`config.mk`:
```
export PLATFORM = sky130hd
export DESIGN_NAME = alu_cmd_issuer_flat
export DESIGN_NICKNAME = d
export VERILOG_FILES = /design/src/rtl/alu_cmd_issuer_if.sv /design/src/rtl/alu_cmd_issuer.sv /design/src/flat_wrapper.sv
export SDC_FILE = /design/constraint.sdc
export NUM_CORES = 1
export LEC_CHECK = 0
export BUFFER_PORTS_ARGS = -buffer_cell sky130_fd_sc_hd__buf_4
export CORE_UTILIZATION = 50
export DETAILED_ROUTE_END_ITERATION = 6
export PLACE_DENSITY_LB_ADDON = 0.3
export RECOVER_POWER = 100
export SYNTH_ARGS = -nofsm -noshare
export SYNTH_HDL_FRONTEND = slang
export SYNTH_SLANG_ARGS = --single-unit
```
`constraint.sdc`:
```
create_clock -name clk -period 9.7 [get_ports clk]
set_input_delay 0.97 -clock clk [delete_from_list [all_inputs] [get_ports clk]]
set_output_delay 0.97 -clock clk [all_outputs]
set_load 0.02 [all_outputs]
```
`src/rtl/alu_cmd_issuer_if.sv`:
```
// ---------------------------------------------------------------------------
// alu_cmd_issuer_if
//   Command push channel into the ALU command issuer.
//   Handshake: a command transfers on a rising clk edge where cmd_valid and
//   cmd_ready are both 1. While cmd_valid=1 and cmd_ready=0, the source holds
//   cmd_op/cmd_a/cmd_b stable until the transfer happens.
//   Signals:
//     cmd_valid  source -> issuer  command push request
//     cmd_ready  issuer -> source  push accepted this edge when high
//     cmd_op     source -> issuer  0=add 1=sub 2=and 3=or
//     cmd_a      source -> issuer  operand A
//     cmd_b      source -> issuer  operand B
// ---------------------------------------------------------------------------
interface alu_cmd_issuer_if;
  logic       cmd_valid;
  logic       cmd_ready;
  logic [1:0] cmd_op;
  logic [3:0] cmd_a;
  logic [3:0] cmd_b;

  modport master (output cmd_valid, cmd_op, cmd_a, cmd_b, input cmd_ready);
  modport slave  (input cmd_valid, cmd_op, cmd_a, cmd_b, output cmd_ready);
endinterface

```
`src/rtl/alu_cmd_issuer.sv`:
```
// ---------------------------------------------------------------------------
// alu_cmd_issuer
//   Initiator side of a 4-bit registered ALU. Buffers up to DEPTH commands,
//   and on start issues them one at a time (alu_en for one cycle, then LAT
//   wait cycles), captures alu_ans and compares it against a 4-bit reference
//   model, counting mismatches.
// Parameters:
//   DEPTH  queue entries (power of 2, >= 2)
//   LAT    cycles from the alu_en=1 cycle until alu_ans is valid (>= 1)
// Ports:
//   clk, rst_n      clock (rising edge), asynchronous active-low reset
//   cmd             command push channel (slave side)
//   start           begin issuing the queued batch (sampled only in IDLE)
//   busy            1 while in ISSUE/WAIT
//   done            1-cycle pulse when a batch completes
//   alu_a/b/op/en   registered drive to the ALU
//   alu_ans         ALU result
//   res_valid       1-cycle pulse, res_data/res_err valid
//   res_data        captured alu_ans
//   res_err         res_data differs from the reference model
//   err_cnt         saturating mismatch count, cleared on accepted start
//   q_count         entries currently queued
//   o_dbg_state     FSM state (0=IDLE 1=ISSUE 2=WAIT)
// ---------------------------------------------------------------------------
module alu_cmd_issuer #(
  parameter int DEPTH = 8,
  parameter int LAT   = 1
) (
  input  logic                         clk,
  input  logic                         rst_n,
  alu_cmd_issuer_if.slave              cmd,
  input  logic                         start,
  output logic                         busy,
  output logic                         done,
  output logic [3:0]                   alu_a,
  output logic [3:0]                   alu_b,
  output logic [1:0]                   alu_op,
  output logic                         alu_en,
  input  logic [3:0]                   alu_ans,
  output logic                         res_valid,
  output logic [3:0]                   res_data,
  output logic                         res_err,
  output logic [3:0]                   err_cnt,
  output logic [$clog2(DEPTH+1)-1:0]   q_count,
  output logic [1:0]                   o_dbg_state
);

  localparam int AW = $clog2(DEPTH);
  localparam int CW = $clog2(DEPTH+1);
  localparam int LW = $clog2(LAT+1);

  typedef enum logic [1:0] {
    S_IDLE  = 2'd0,
    S_ISSUE = 2'd1,
    S_WAIT  = 2'd2
  } state_t;

  typedef struct packed {
    logic [1:0] op;
    logic [3:0] a;
    logic [3:0] b;
  } cmd_t;

  state_t          r_state;
  state_t          w_state_nxt;
  cmd_t            r_mem [DEPTH];
  logic [AW-1:0]   r_wr_ptr;
  logic [AW-1:0]   r_rd_ptr;
  logic [CW-1:0]   r_count;
  logic [LW-1:0]   r_wait_cnt;
  logic [3:0]      r_alu_a;
  logic [3:0]      r_alu_b;
  logic [1:0]      r_alu_op;
  logic            r_alu_en;
  logic            r_res_valid;
  logic [3:0]      r_res_data;
  logic            r_res_err;
  logic [3:0]      r_err_cnt;
  logic            r_done;

  logic            w_push;
  logic            w_pop;
  logic            w_last_wait;
  logic            w_start_go;
  logic            w_empty_start;
  logic            w_load;
  logic            w_mismatch;
  logic [AW-1:0]   w_rd_sel;
  cmd_t            w_cmd_in;
  cmd_t            w_head;
  logic [3:0]      w_model;

  assign cmd.cmd_ready = (r_state == S_IDLE) && (r_count < CW'(DEPTH));
  assign w_push        = cmd.cmd_valid && cmd.cmd_ready;
  assign w_cmd_in      = '{op: cmd.cmd_op, a: cmd.cmd_a, b: cmd.cmd_b};

  assign w_last_wait   = (r_state == S_WAIT) && (r_wait_cnt == LW'(1));
  assign w_pop         = w_last_wait;
  // A push in the same cycle as start joins the batch, so an empty queue
  // plus a push still starts issuing.
  assign w_start_go    = (r_state == S_IDLE) && start && ((r_count != '0) || w_push);
  assign w_empty_start = (r_state == S_IDLE) && start && !w_start_go;
  assign w_load        = (w_state_nxt == S_ISSUE);

  // The ALU drive registers are loaded on the edge entering ISSUE, so the
  // head must be looked up one step ahead: past the entry being popped, or
  // straight from the push bus when the queue is empty.
  assign w_rd_sel = w_pop ? (r_rd_ptr + AW'(1)) : r_rd_ptr;
  assign w_head   = (r_count == '0) ? w_cmd_in : r_mem[w_rd_sel];

  // Reference model, evaluated on the held ALU operands.
  always_comb begin
    w_model = 4'h0;
    unique case (r_alu_op)
      2'd0:    w_model = r_alu_a + r_alu_b;
      2'd1:    w_model = r_alu_a - r_alu_b;
      2'd2:    w_model = r_alu_a & r_alu_b;
      default: w_model = r_alu_a | r_alu_b;
    endcase
  end

  assign w_mismatch = (alu_ans != w_model);

  // Next-state logic.
  always_comb begin
    w_state_nxt = r_state;
    unique case (r_state)
      S_IDLE:  if (w_start_go) w_state_nxt = S_ISSUE;
      S_ISSUE: w_state_nxt = S_WAIT;
      S_WAIT:  if (w_last_wait) w_state_nxt = (r_count > CW'(1)) ? S_ISSUE : S_IDLE;
      default: w_state_nxt = S_IDLE;
    endcase
  end

  always_ff @(posedge clk or negedge rst_n) begin
    if (!rst_n) r_state <= S_IDLE;
    else        r_state <= w_state_nxt;
  end

  // Queue storage carries no reset; validity lives in the pointers/count.
  always_ff @(posedge clk) begin
    if (w_push) r_mem[r_wr_ptr] <= w_cmd_in;
  end

  always_ff @(posedge clk or negedge rst_n) begin
    if (!rst_n) begin
      r_wr_ptr <= '0;
      r_rd_ptr <= '0;
      r_count  <= '0;
    end else begin
      if (w_push) r_wr_ptr <= r_wr_ptr + AW'(1);
      if (w_pop)  r_rd_ptr <= r_rd_ptr + AW'(1);
      // Push happens only in IDLE and pop only in WAIT, never together.
      if (w_push)     r_count <= r_count + CW'(1);
      else if (w_pop) r_count <= r_count - CW'(1);
    end
  end

  always_ff @(posedge clk or negedge rst_n) begin
    if (!rst_n) begin
      r_wait_cnt <= '0;
      r_alu_a    <= '0;
      r_alu_b    <= '0;
      r_alu_op   <= '0;
      r_alu_en   <= 1'b0;
    end else begin
      if (r_state == S_ISSUE)     r_wait_cnt <= LW'(LAT);
      else if (r_state == S_WAIT) r_wait_cnt <= r_wait_cnt - LW'(1);
      r_alu_en <= w_load;
      if (w_load) begin
        r_alu_a  <= w_head.a;
        r_alu_b  <= w_head.b;
        r_alu_op <= w_head.op;
      end
    end
  end

  always_ff @(posedge clk or negedge rst_n) begin
    if (!rst_n) begin
      r_res_valid <= 1'b0;
      r_res_data  <= '0;
      r_res_err   <= 1'b0;
      r_err_cnt   <= '0;
      r_done      <= 1'b0;
    end else begin
      r_res_valid <= w_pop;
      r_res_err   <= w_pop && w_mismatch;
      if (w_pop) r_res_data <= alu_ans;
      if (w_start_go)
        r_err_cnt <= '0;
      else if (w_pop && w_mismatch && (r_err_cnt != 4'hF))
        r_err_cnt <= r_err_cnt + 4'd1;
      // Done comes with the final result, or one cycle after an empty start.
      r_done <= w_empty_start || (w_pop && (r_count == CW'(1)));
    end
  end

  assign busy        = (r_state != S_IDLE);
  assign done        = r_done;
  assign alu_a       = r_alu_a;
  assign alu_b       = r_alu_b;
  assign alu_op      = r_alu_op;
  assign alu_en      = r_alu_en;
  assign res_valid   = r_res_valid;
  assign res_data    = r_res_data;
  assign res_err     = r_res_err;
  assign err_cnt     = r_err_cnt;
  assign q_count     = r_count;
  assign o_dbg_state = r_state;

endmodule
```
`src/flat_wrapper.sv`:
```
// flat-port wrapper written by rule: the top's interface ports become plain ports
module alu_cmd_issuer_flat 
#(
  parameter int DEPTH = 8,
  parameter int LAT   = 1
)
  (clk, rst_n, start, busy, done, alu_a, alu_b, alu_op, alu_en, alu_ans, res_valid, res_data, res_err, err_cnt, q_count, o_dbg_state, cmd_cmd_valid, cmd_cmd_op, cmd_cmd_a, cmd_cmd_b, cmd_cmd_ready);
  alu_cmd_issuer_if cmd_i ();
  input  logic clk;
  input  logic rst_n;
  input  logic start;
  output logic busy;
  output logic done;
  output logic [3:0] alu_a;
  output logic [3:0] alu_b;
  output logic [1:0] alu_op;
  output logic alu_en;
  input  logic [3:0] alu_ans;
  output logic res_valid;
  output logic [3:0] res_data;
  output logic res_err;
  output logic [3:0] err_cnt;
  output logic [$clog2(DEPTH+1)-1:0] q_count;
  output logic [1:0] o_dbg_state;
  input wire logic [$bits(cmd_i.cmd_valid)-1:0] cmd_cmd_valid;
  input wire logic [$bits(cmd_i.cmd_op)-1:0] cmd_cmd_op;
  input wire logic [$bits(cmd_i.cmd_a)-1:0] cmd_cmd_a;
  input wire logic [$bits(cmd_i.cmd_b)-1:0] cmd_cmd_b;
  output wire logic [$bits(cmd_i.cmd_ready)-1:0] cmd_cmd_ready;
  assign cmd_i.cmd_valid = cmd_cmd_valid;
  assign cmd_i.cmd_op = cmd_cmd_op;
  assign cmd_i.cmd_a = cmd_cmd_a;
  assign cmd_i.cmd_b = cmd_cmd_b;
  assign cmd_cmd_ready = cmd_i.cmd_ready;
  alu_cmd_issuer #(.DEPTH(DEPTH), .LAT(LAT)) u_core (.clk(clk), .rst_n(rst_n), .cmd(cmd_i), .start(start), .busy(busy), .done(done), .alu_a(alu_a), .alu_b(alu_b), .alu_op(alu_op), .alu_en(alu_en), .alu_ans(alu_ans), .res_valid(res_valid), .res_data(res_data), .res_err(res_err), .err_cnt(err_cnt), .q_count(q_count), .o_dbg_state(o_dbg_state));
endmodule
```
==> results of run 1 <==
[worst reg2reg max path, delay by kind of cell (launching register included)]
kind	cells	cell delay, ns
mux	3	1.12
xor+xnor	1	0.22
simple gates	1	0.36
compound gates	1	0.17
buf+inv	3	1.79
flops	1	0.44
fa+ha+maj	1	0.24
[flip-flops by register name (all words and copies together) (netlist names), 3 cells and up]
name             count
u_core.r_rd_ptr      3
u_core.r_mem        80
u_core.err_cnt       4
u_core.alu_a         4
u_core.res_data      4
u_core.r_wr_ptr      3
u_core.q_count       4
u_core.alu_b         4
[logic make-up (layout without fill, tap and decap cells)]
kind of cell,after synthesis,count (layout),share of synthesized area [%]
AO/OA/AOI/OAI,37,37,4.213
XOR/XNOR,11,11,1.854
adder cells (fa/ha/maj),19,19,4.694
buffers and inverters,29,101,2.335
flip-flops,115,115,63.07
multiplexers,46,46,14.18
AND/OR/NAND/NOR,96,96,9.653
[power by group]
group / switching [W] / internal [W]
Clock: 0.000224 / 0.000366
Sequential: 0.0000902 / 0.000597
Combinational: 0.000453 / 0.000383
[cells in the final DEF, fill, tap and decap left out, types with 2 or more instances in the layout]
cell       count
edfxtp_1      80
clkbuf_1      48
nand2_1       36
dfrtp_1       35
o21ai_0       20
mux4_2        20
ha_1          17
clkbuf_16     16
inv_1         14
mux2i_1       14
nor2_1        12
nor3_1        12
mux2_2        10
xnor2_1        8
nand2b_1       7
buf_4          6
nor2b_1        5
nand3_1        5
a21oi_1        5
inv_6          4
clkinv_4       4
a31oi_1        3
and3_1         3
and2_1         3
nand3b_1       2
nor4_1         2
o211ai_1       2
clkinv_1       2
bufinv_16      2
clkinv_2       2
[through the flow]
step | cell area (sq um) | cells | util [%] | setup slack [ns] | total power, W
2_1_floorplan | 5197 | 353 | - | 6.519 | 0.001351
3_5_place_dp | 5727 | 526 | 57.79 | 6.396 | 0.001587
3_3_place_gp | 5727 | 526 | 57.79 | 6.521 | 0.001566
5_1_grt | 6092 | 558 | 61.48 | 4.797 | 0.002254
4_1_cts | 6296 | 558 | 63.54 | 6.354 | 0.002190
6_report | 6092 | 558 | 61.48 | 5.258 | 0.002113
[area by class of cell]
type / count / share of cell area [%]
flip-flops and latches: 115 / 53.81
multi-input cells: 209 / 29.47
clock buffers: 17 / 6.798
repair buffers: 54 / 3.697
well taps: 133 / 2.732
clock inverters: 15 / 2.547
inverters: 15 / 0.9448
[how the worst max path moves through the flow]
stage,slack [ns],depth (start not counted),endpoint
6_report,5.26,10,u_core.alu_op[1]
5_1_grt,4.80,10,u_core.alu_op[1]
4_1_cts,6.35,11,u_core.err_cnt[1]
3_5_place_dp,6.40,11,u_core.err_cnt[1]
3_3_place_gp,6.52,11,u_core.err_cnt[0]
2_1_floorplan,6.52,12,u_core.err_cnt[0]
[per-layer routing]
layer / GRT usage, % / vias up / wire length, um
met5: 0 / - / 0
met4: 9.694 / 0 / 195
met1: 26.21 / 1508 / 4273
li1: - / 1433 / -
met2: 34.00 / 99 / 5007
met3: 5.263 / 20 / 615
==> impl_metrics.json, run 1 <==
{
  "hold_ws_ns": 0.5054,
  "drt_iter0_markers": 210,
  "cp_slowest_cell": "clkbuf_1",
  "finalWeightedCongestion": 0.8129,
  "viasPerCell": 5.484,
  "post_cts_resized": 0,
  "crit_start": "u_core.o_dbg_state[0]",
  "yosysMostFrequentCell": "edfxtp_1",
  "reg2reg_from": "u_core.o_dbg_state[0]",
  "synth_seq_cells": 115,
  "fmax_mhz": 225.1,
  "grt_pass1_vias": 3174,
  "portBuffers": 47,
  "fp-row-count": 36,
  "grt_use_total_pct": 20.84,
  "slew_headroom_pct": -30.94,
  "drc_errors": 0,
  "grt_max_degree": 36,
  "max_stage_delay_ns": 1.25,
  "yosys-top-cells-area": "edfxtp_1 (46%), dfrtp_1 (17%), mux4_2 (8.7%)",
  "r2r_end": "u_core.alu_op[1]",
  "synth_commonest_cells": "edfxtp_1 (80), dfrtp_1 (35), nand2_1 (35)",
  "hold_violations": 0,
  "postCtsSetupRepairBufs": 0,
  "drive_gt1_share_pct": 17.88,
  "async_reset_ff_share_pct": 30.43,
  "syn_nets": 389,
  "crit_arrival_ns": 4.84,
  "worst-setup-path-type": "register to register",
  "root_buffer": "clkbuf_8",
  "ff2ff_path_depth": 10,
  "synthCells": 353,
  "first_pass_iters": 5,
  "seq_area_sq_mm": 0.003278,
  "vias": 3060,
  "cts.sinks": 115,
  "clock_path_buffers": 2,
  "wirelength_mm": 10.09,
  "drtAntennaViolNets": 0,
  "rsz0062_at_grt": "false",
  "grt_pass1_wl_mm": 16.58,
  "synthToLayoutAreaGrowth_pct": 17.21,
  "final.period_utilization_pct": 45.80,
  "fin_nets": 448,
  "seq_area_frac_synth_pct": 63.07,
  "outcome": "finished, violations left",
  "yosysTopAreaCellShare_pct": 46.22,
  "worstHoldStart": "u_core.res_data[2]",
  "cts_max_level": 4,
  "cp_max_fo": 21,
  "die_area_sq_mm": 0.01081,
  "die_y_um": 104.0,
  "rrSetupSlack_ns": 5.26,
  "synth.avg_cell_area_sq_um": 14.72,
  "start_util_pct": 52.45,
  "critPathTopFamily": "buffers and inverters",
  "synth_warnings": 0,
  "cap_violations": 2,
  "fin_skew_ns": 0.009458,
  "hpwlAfterDp_mm": 6.212,
  "cp.required_ns": 10.10,
  "yosys.area.top_type": "edfxtp_1",
  "core_sq_mm": 0.009910,
  "syn-cell-area_sq_mm": 0.005197,
  "tightest_slew_ns": 1.964,
  "grt_overflow": 0,
  "ctsHoldBuffers": 0,
  "clkLatencyLatePin_ns": 0.51,
  "diodes": 0,
  "fillCellCount": 770,
  "whs_path_depth": 1,
  "path_cells": "inv_1 -> ha_1 -> nand2_1 -> clkinvlp_2 -> xnor2_2 -> clkbuf_1 -> mux4_2 -> mux2i_1 -> o21ai_0 -> mux2_2",
  "holdPathEnd": "u_core.res_data[2]",
  "numCtsBuffers": 17,
  "min_period_ns": 4.442,
  "ir_worst_vdd_mv": 0.2172,
  "die_w_um": 104.0,
  "critPathLaunchType": "register",
  "slew_violations": 58,
  "clk_pin_slew_ns": 0.06,
  "violations": "capacitance limit, slew limit",
  "cts_tree": "yes",
  "wl_per_cell_um": 18.09,
  "leakagePower_nw": 2.239,
  "synth_edf_count": 80,
  "p_per_area_mw_per_mm2": 346.9,
  "worstSetupEndpointType": "register",
  "fin_setup_tns_ns": 0,
  "yosysUniqueCellTypes": 49,
  "finalSetupViolCount": 0,
  "multiInputGateArea_sq_mm": 0.001795,
  "top_level_ports": 48,
  "min_path_type": "register to register",
  "yosys_most_used_dff": "edfxtp_1",
  "antenna_found_initial": 0,
  "cp.buffers_inverters": 3
}
Note: power is estimated with default switching activity, not from simulation.
==> run 2, diff against run 1 <==
--- a/config.mk
+++ b/config.mk
@@ -5,6 +5,7 @@
 export SDC_FILE = /design/constraint.sdc
 export NUM_CORES = 1
 export LEC_CHECK = 0
+export ABC_AREA = 1
 export BUFFER_PORTS_ARGS = -buffer_cell sky130_fd_sc_hd__buf_4
 export CORE_UTILIZATION = 50
 export DETAILED_ROUTE_END_ITERATION = 6
==> constraint.sdc (replaced) <==
create_clock -name clk -period 4.4 [get_ports clk]
set_input_delay 0.44 -clock clk [delete_from_list [all_inputs] [get_ports clk]]
set_output_delay 0.44 -clock clk [all_outputs]
set_load 0.02 [all_outputs]
==> impl_metrics.json, run 2 <==
{
  "synth.avg_cell_area_sq_um": 10.75,
  "clock_path_buffers": 2,
  "postCtsSetupRepairBufs": 0,
  "synth_warnings": 0,
  "hold_ws_ns": 0.1364,
  "cp.required_ns": 4.83,
  "synthSimpleGateAreaFrac_pct": 15.40,
  "yosysTopAreaCellShare_pct": 44.94,
  "fin_nets": 583,
  "synth_edf_count": 80,
  "first_pass_iters": 5,
  "rsz0062_at_grt": "false",
  "drtAntennaViolNets": 0,
  "worst-setup-path-type": "register to register",
  "viasPerCell": 5.520,
  "rrSetupSlack_ns": 1.19,
  "outcome": "finished, violations left",
  "drt_iter0_markers": 392,
  "clockPowerShare_pct": 29.5,
  "grt_use_total_pct": 22.70,
  "power_frac_comb_pct": 40.2,
  "synth_top_family_by_area": "simple AND/OR/NAND/NOR gates",
  "drc_errors": 0,
  "worstSetupEndpointType": "register",
  "fin_setup_tns_ns": 0,
  "cp_max_fo": 16,
  "yosysMostFrequentCell": "nand2_1",
  "die_w_um": 105.4,
  "start_util_pct": 51.78,
  "core_sq_mm": 0.01032,
  "place_area_sq_mm": 0.005744,
  "post_cts_resized": 0,
  "synthAdderAreaFrac_pct": 4.354,
  "ctsHoldBuffers": 1,
  "cp_slowest_cell": "clkbuf_1",
  "final_cell_mix": "nand2_1 (83), edfxtp_1 (80), nor2_1 (72)",
  "cts_max_level": 4,
  "ir_worst_vdd_mv": 0.3747,
  "fp-row-count": 37,
  "finalSetupViolCount": 0,
  "fmax_mhz": 311.4,
  "final_common_cell": "nand2_1",
  "largest_reg_flops": 80,
  "numCtsBuffers": 17,
  "synth_commonest_cells": "nand2_1 (81), edfxtp_1 (80), nor2_1 (72)",
  "vias": 3842,
  "yosys.area.top_type": "edfxtp_1",
  "cp.buffers_inverters": 4,
  "min_period_ns": 3.211,
  "crit_arrival_ns": 3.65,
  "final_cell_area_sq_mm": 0.006180,
  "final.period_utilization_pct": 72.99,
  "fin_skew_ns": 0.007000,
  "portBuffers": 47,
  "cap_violations": 1,
  "top_level_ports": 48,
  "synth_xor_area_share_pct": 1.639,
  "synth-compound-area-share_pct": 11.84,
  "async_reset_ff_share_pct": 30.43,
  "drive_gt1_share_pct": 9.107,
  "yosysUniqueCellTypes": 36,
  "critPathLaunchType": "register",
  "path_cells": "inv_1 -> ha_1 -> nand2_1 -> inv_4 -> nand2_1 -> xor2_1 -> clkbuf_1 -> inv_1 -> o211ai_1 -> nand3_1 -> a22oi_1",
  "hpwlAfterDp_mm": 7.636,
  "grt_pass1_wl_mm": 18.86,
  "die_area_sq_mm": 0.01111,
  "syn-cell-area_sq_mm": 0.005345,
  "min_path_type": "input port to register",
  "max_stage_delay_ns": 0.47,
  "synth_mux_area_share_pct": 0,
  "diodes": 0,
  "grt_overflow": 0,
  "synthCells": 497,
  "worst_slack_ns": 1.189,
  "root_buffer": "clkbuf_8",
  "yosys-top-cells-area": "edfxtp_1 (45%), dfrtp_1 (16%), nand2_1 (5.7%)",
  "syn_nets": 533,
  "tightest_slew_ns": 1.900,
  "switching_power_w": 0.002056,
  "die_y_um": 105.4,
  "seq_power_share_pct": 30.3,
  "grt_pass1_vias": 3845,
  "clk_pin_slew_ns": 0.05,
  "pre_cts_slack_ns": 1.550,
  "synthToLayoutAreaGrowth_pct": 15.61,
  "grt_max_degree": 42,
  "antenna_found_initial": 0,
  "wirelength_mm": 11.69,
  "slew_violations": 36,
  "internal_power_w": 0.002993,
  "violations": "capacitance limit, slew limit",
  "p_sw_share_pct": 40.72,
  "cts.sinks": 115,
  "seq_area_frac_synth_pct": 61.33,
  "p_per_area_mw_per_mm2": 817.1,
  "largest_register": "u_core.r_mem",
  "slew_headroom_pct": -26.65,
  "synth_seq_cells": 115,
  "critPathTopFamily": "buffers and inverters",
  "finalWeightedCongestion": 0.9105,
  "yosys_most_used_dff": "edfxtp_1",
  "cts_tree": "yes",
  "hold_violations": 0,
  "wl_per_cell_um": 16.79,
  "clkLatencyLatePin_ns": 0.53,
  "leakagePower_nw": 2.504
}
==> run 2: cell type report <==
cell class	instances	area (sq um)
flip-flops and latches	115	3278
clock inverters	10	167.7
repair buffers	49	212.7
clock buffers	22	475.5
inverters	41	158.9
fillers	860	4144
well taps	136	170.2
multi-input cells	323	1717
==> run 2: path summary, 6_finish.rpt <==
kind | from | endpoint | cells after the start
min in group asynchronous | rst_n | u_core.err_cnt[3] | 2
max reg2reg | u_core.o_dbg_state[0] | u_core.alu_op[1] | 11
max in group asynchronous | rst_n | u_core.res_valid | 2
min | alu_ans[2] | u_core.res_data[2] | 3
max | u_core.o_dbg_state[0] | u_core.alu_op[1] | 11
min reg2reg | u_core.res_data[1] | u_core.res_data[1] | 2
==> run 2: worst reg2reg max path, stage by stage (launching register included) <==
cell	delay [ns]
dfrtp_1	0.43
inv_1	0.16
ha_1	0.22
nand2_1	0.43
inv_4	0.28
nand2_1	0.09
xor2_1	0.14
clkbuf_1	0.47
inv_1	0.38
o211ai_1	0.23
nand3_1	0.12
a22oi_1	0.19
==> run 2: logic make-up (layout without fill, tap and decap cells) <==
group                    after synthesis  after routing
XOR/XNOR                              10             10
AO/OA/AOI/OAI                         99             99
adder cells (fa/ha/maj)               18             18
flip-flops                           115            115
buffers and inverters                 59            122
AND/OR/NAND/NOR                      196            196
==> run 2: power by group through the flow <==
| stage | clock network, W | registers (W) | logic (W) |
|---|---|---|---|
| after floorplan | 0 | 0.00166 | 0.00154 |
| after global placement | 0 | 0.00154 | 0.00214 |
| after detailed placement | 0 | 0.00155 | 0.00218 |
| after CTS | 0.00150 | 0.00153 | 0.00220 |
| after global routing | 0.00154 | 0.00156 | 0.00230 |
| final | 0.00149 | 0.00153 | 0.00203 |
==> run 2: per-layer routing <==
| metal | track usage [%] | vias to the layer above | routed length, um | part of all wire (%) |
|---|---|---|---|---|
| li1 | - | 1818 | - | - |
| met1 | 28.31 | 1842 | 4896 | 42 |
| met2 | 37.27 | 158 | 5667 | 48 |
| met3 | 5.813 | 24 | 892 | 7.6 |
| met4 | 10.16 | 0 | 231 | 2.0 |
| met5 | 0 | - | 0 | 0 |
==> run 2: through the flow <==
stage               utilization [%]  std cells  total power [W]
floorplan                         -        497         0.003199
global placement              55.64        663         0.003685
detailed placement            55.64        663         0.003735
CTS                           61.97        696         0.005230
global route                  59.86        696         0.005407
finish                        59.86        696         0.005049
==> run 3, diff against run 2 <==
==> constraint.sdc (replaced) <==
create_clock -name clk -period 3 [get_ports clk]
set_input_delay 0.3 -clock clk [delete_from_list [all_inputs] [get_ports clk]]
set_output_delay 0.3 -clock clk [all_outputs]
set_load 0.02 [all_outputs]
==> impl_metrics.json, run 3 (synthesis gave the netlist of run 2 again) <==
{
  "largest_register": "u_core.r_mem",
  "ir_worst_vdd_mv": 0.4909,
  "grt_max_degree": 42,
  "die_area_sq_mm": 0.01111,
  "fin_nets": 594,
  "core_sq_mm": 0.01032,
  "hpwlAfterDp_mm": 7.541,
  "pre_cts_slack_ns": 0.3552,
  "p_per_area_mw_per_mm2": 1175,
  "clkLatencyLatePin_ns": 0.51,
  "outcome": "finished, violations left",
  "hold_violations": 0,
  "final_common_cell": "nand2_1",
  "ctsHoldBuffers": 1,
  "grt_use_total_pct": 22.70,
  "worstHoldStart": "alu_ans[2]",
  "wirelength_mm": 11.81,
  "cp_max_fo": 5,
  "leakagePower_nw": 2.542,
  "first_pass_iters": 7,
  "portBuffers": 47,
  "cp.buffers_inverters": 1,
  "postCtsSetupRepairBufs": 0,
  "numCtsBuffers": 17,
  "antenna_found_initial": 0,
  "r2r_end": "u_core.err_cnt[0]",
  "worst-setup-path-type": "register to register",
  "drt_iter0_markers": 355,
  "vias": 3877,
  "path_cells": "inv_1 -> ha_1 -> nand2_1 -> o21ai_0 -> fa_1 -> or2_2 -> nand4_1 -> nand3_1 -> nor2_1 -> nand3_1 -> nand3_2 -> nand2_1 -> nand2_1 -> nand2_1",
  "fillCellCount": 869,
  "worstSetupEndpointType": "register",
  "final.period_utilization_pct": 90.06,
  "synthToLayoutAreaGrowth_pct": 16.76,
  "fmax_mhz": 370.1,
  "cap_violations": 1,
  "grt_overflow": 0,
  "start_util_pct": 51.78,
  "fp-row-count": 37,
  "ff2ff_path_depth": 14,
  "largest_reg_flops": 80,
  "final_cell_area_sq_mm": 0.006241,
  "diodes": 0,
  "cpMostUsedCell": "nand2_1",
  "fin_setup_tns_ns": 0,
  "min_period_ns": 2.702,
  "critPathTopFamily": "simple AND/OR/NAND/NOR gates",
  "die_w_um": 105.4,
  "finalSetupViolCount": 0,
  "drc_errors": 0,
  "tightest_slew_ns": 1.928,
  "grt_pass1_wl_mm": 19.15,
  "reg2reg_from": "u_core.alu_b[0]",
  "cts.sinks": 115,
  "drive_gt1_share_pct": 10.86,
  "drtAntennaViolNets": 0,
  "rrSetupSlack_ns": 0.30,
  "worst_slack_ns": 0.2982,
  "cp.required_ns": 3.40,
  "slew_violations": 36,
  "clock_path_buffers": 2,
  "fin_skew_ns": 0.008752,
  "max_stage_delay_ns": 0.47,
  "clk_pin_slew_ns": 0.05,
  "final_cell_mix": "nand2_1 (83), edfxtp_1 (80), nor2_1 (72)",
  "rsz0062_at_grt": "false",
  "place_area_sq_mm": 0.005827,
  "top_level_ports": 48,
  "post_cts_resized": 0,
  "die_y_um": 105.4,
  "min_path_type": "input port to register",
  "critPathLaunchType": "register",
  "cts_max_level": 4,
  "grt_pass1_vias": 3873,
  "cts_tree": "yes",
  "violations": "capacitance limit, slew limit",
  "power_w": 0.007334,
  "cp_slowest_cell": "fa_1",
  "slew_headroom_pct": -28.52,
  "crit_arrival_ns": 3.10,
  "root_buffer": "clkbuf_8",
  "viasPerCell": 5.484,
  "whs_path_depth": 3,
  "finalWeightedCongestion": 0.8875,
  "wl_per_cell_um": 16.70,
  "holdPathEnd": "u_core.res_data[2]"
}
run 3: worst reg2reg max path, delay by kind of cell, from the launching register on:
kind            cells  cell delay [ns]
compound gates      1             0.13
fa+ha+maj           2             0.77
buf+inv             1             0.10
flops               1             0.41
simple gates       10             1.17
run 3: how the worst max path moves through the flow:
stage / from / cells after the start / to
global route: u_core.o_dbg_state[0] / 11 / u_core.alu_b[2]
detailed placement: u_core.alu_b[0] / 14 / u_core.err_cnt[0]
floorplan: u_core.alu_b[0] / 14 / u_core.err_cnt[0]
global placement: u_core.alu_b[0] / 14 / u_core.err_cnt[2]
CTS: u_core.alu_b[0] / 14 / u_core.err_cnt[3]
finish: u_core.alu_b[0] / 14 / u_core.err_cnt[0]
run 3: report_power, final:
part           switching, W  total [W]  internal (W)
combinational       0.00209    0.00309       0.00100
sequential         0.000250    0.00224       0.00199
clock              0.000661    0.00200       0.00134
total               0.00300    0.00733       0.00433
run 3: layer usage:
layer | vias up | wire length, um | GRT usage (%)
met5 | - | 0 | 0
met4 | 0 | 264 | 8.652
met3 | 28 | 796 | 6.122
met2 | 164 | 5911 | 38.06
met1 | 1845 | 4836 | 28.04
li1 | 1840 | - | -
run 3: layout make-up:
cell class / count / area [sq um] / area share, %
clock buffers: 30 / 566.8 / 9.082
clock inverters: 2 / 35.03 / 0.5613
inverters: 41 / 158.9 / 2.546
multi-input cells: 323 / 1762 / 28.23
flip-flops and latches: 115 / 3278 / 52.53
well taps: 136 / 170.2 / 2.727
repair buffers: 60 / 270.3 / 4.330
run 3: through the flow:
| stage | instances | hold slack (ns) | util (%) |
|---|---|---|---|
| 2_1_floorplan | 497 | 0.004409 | - |
| 3_3_place_gp | 674 | 0.2805 | 56.44 |
| 3_5_place_dp | 674 | 0.2854 | 56.44 |
| 4_1_cts | 707 | 0.005630 | 62.37 |
| 5_1_grt | 707 | 0.004095 | 60.45 |
| 6_report | 707 | 0.01685 | 60.45 |
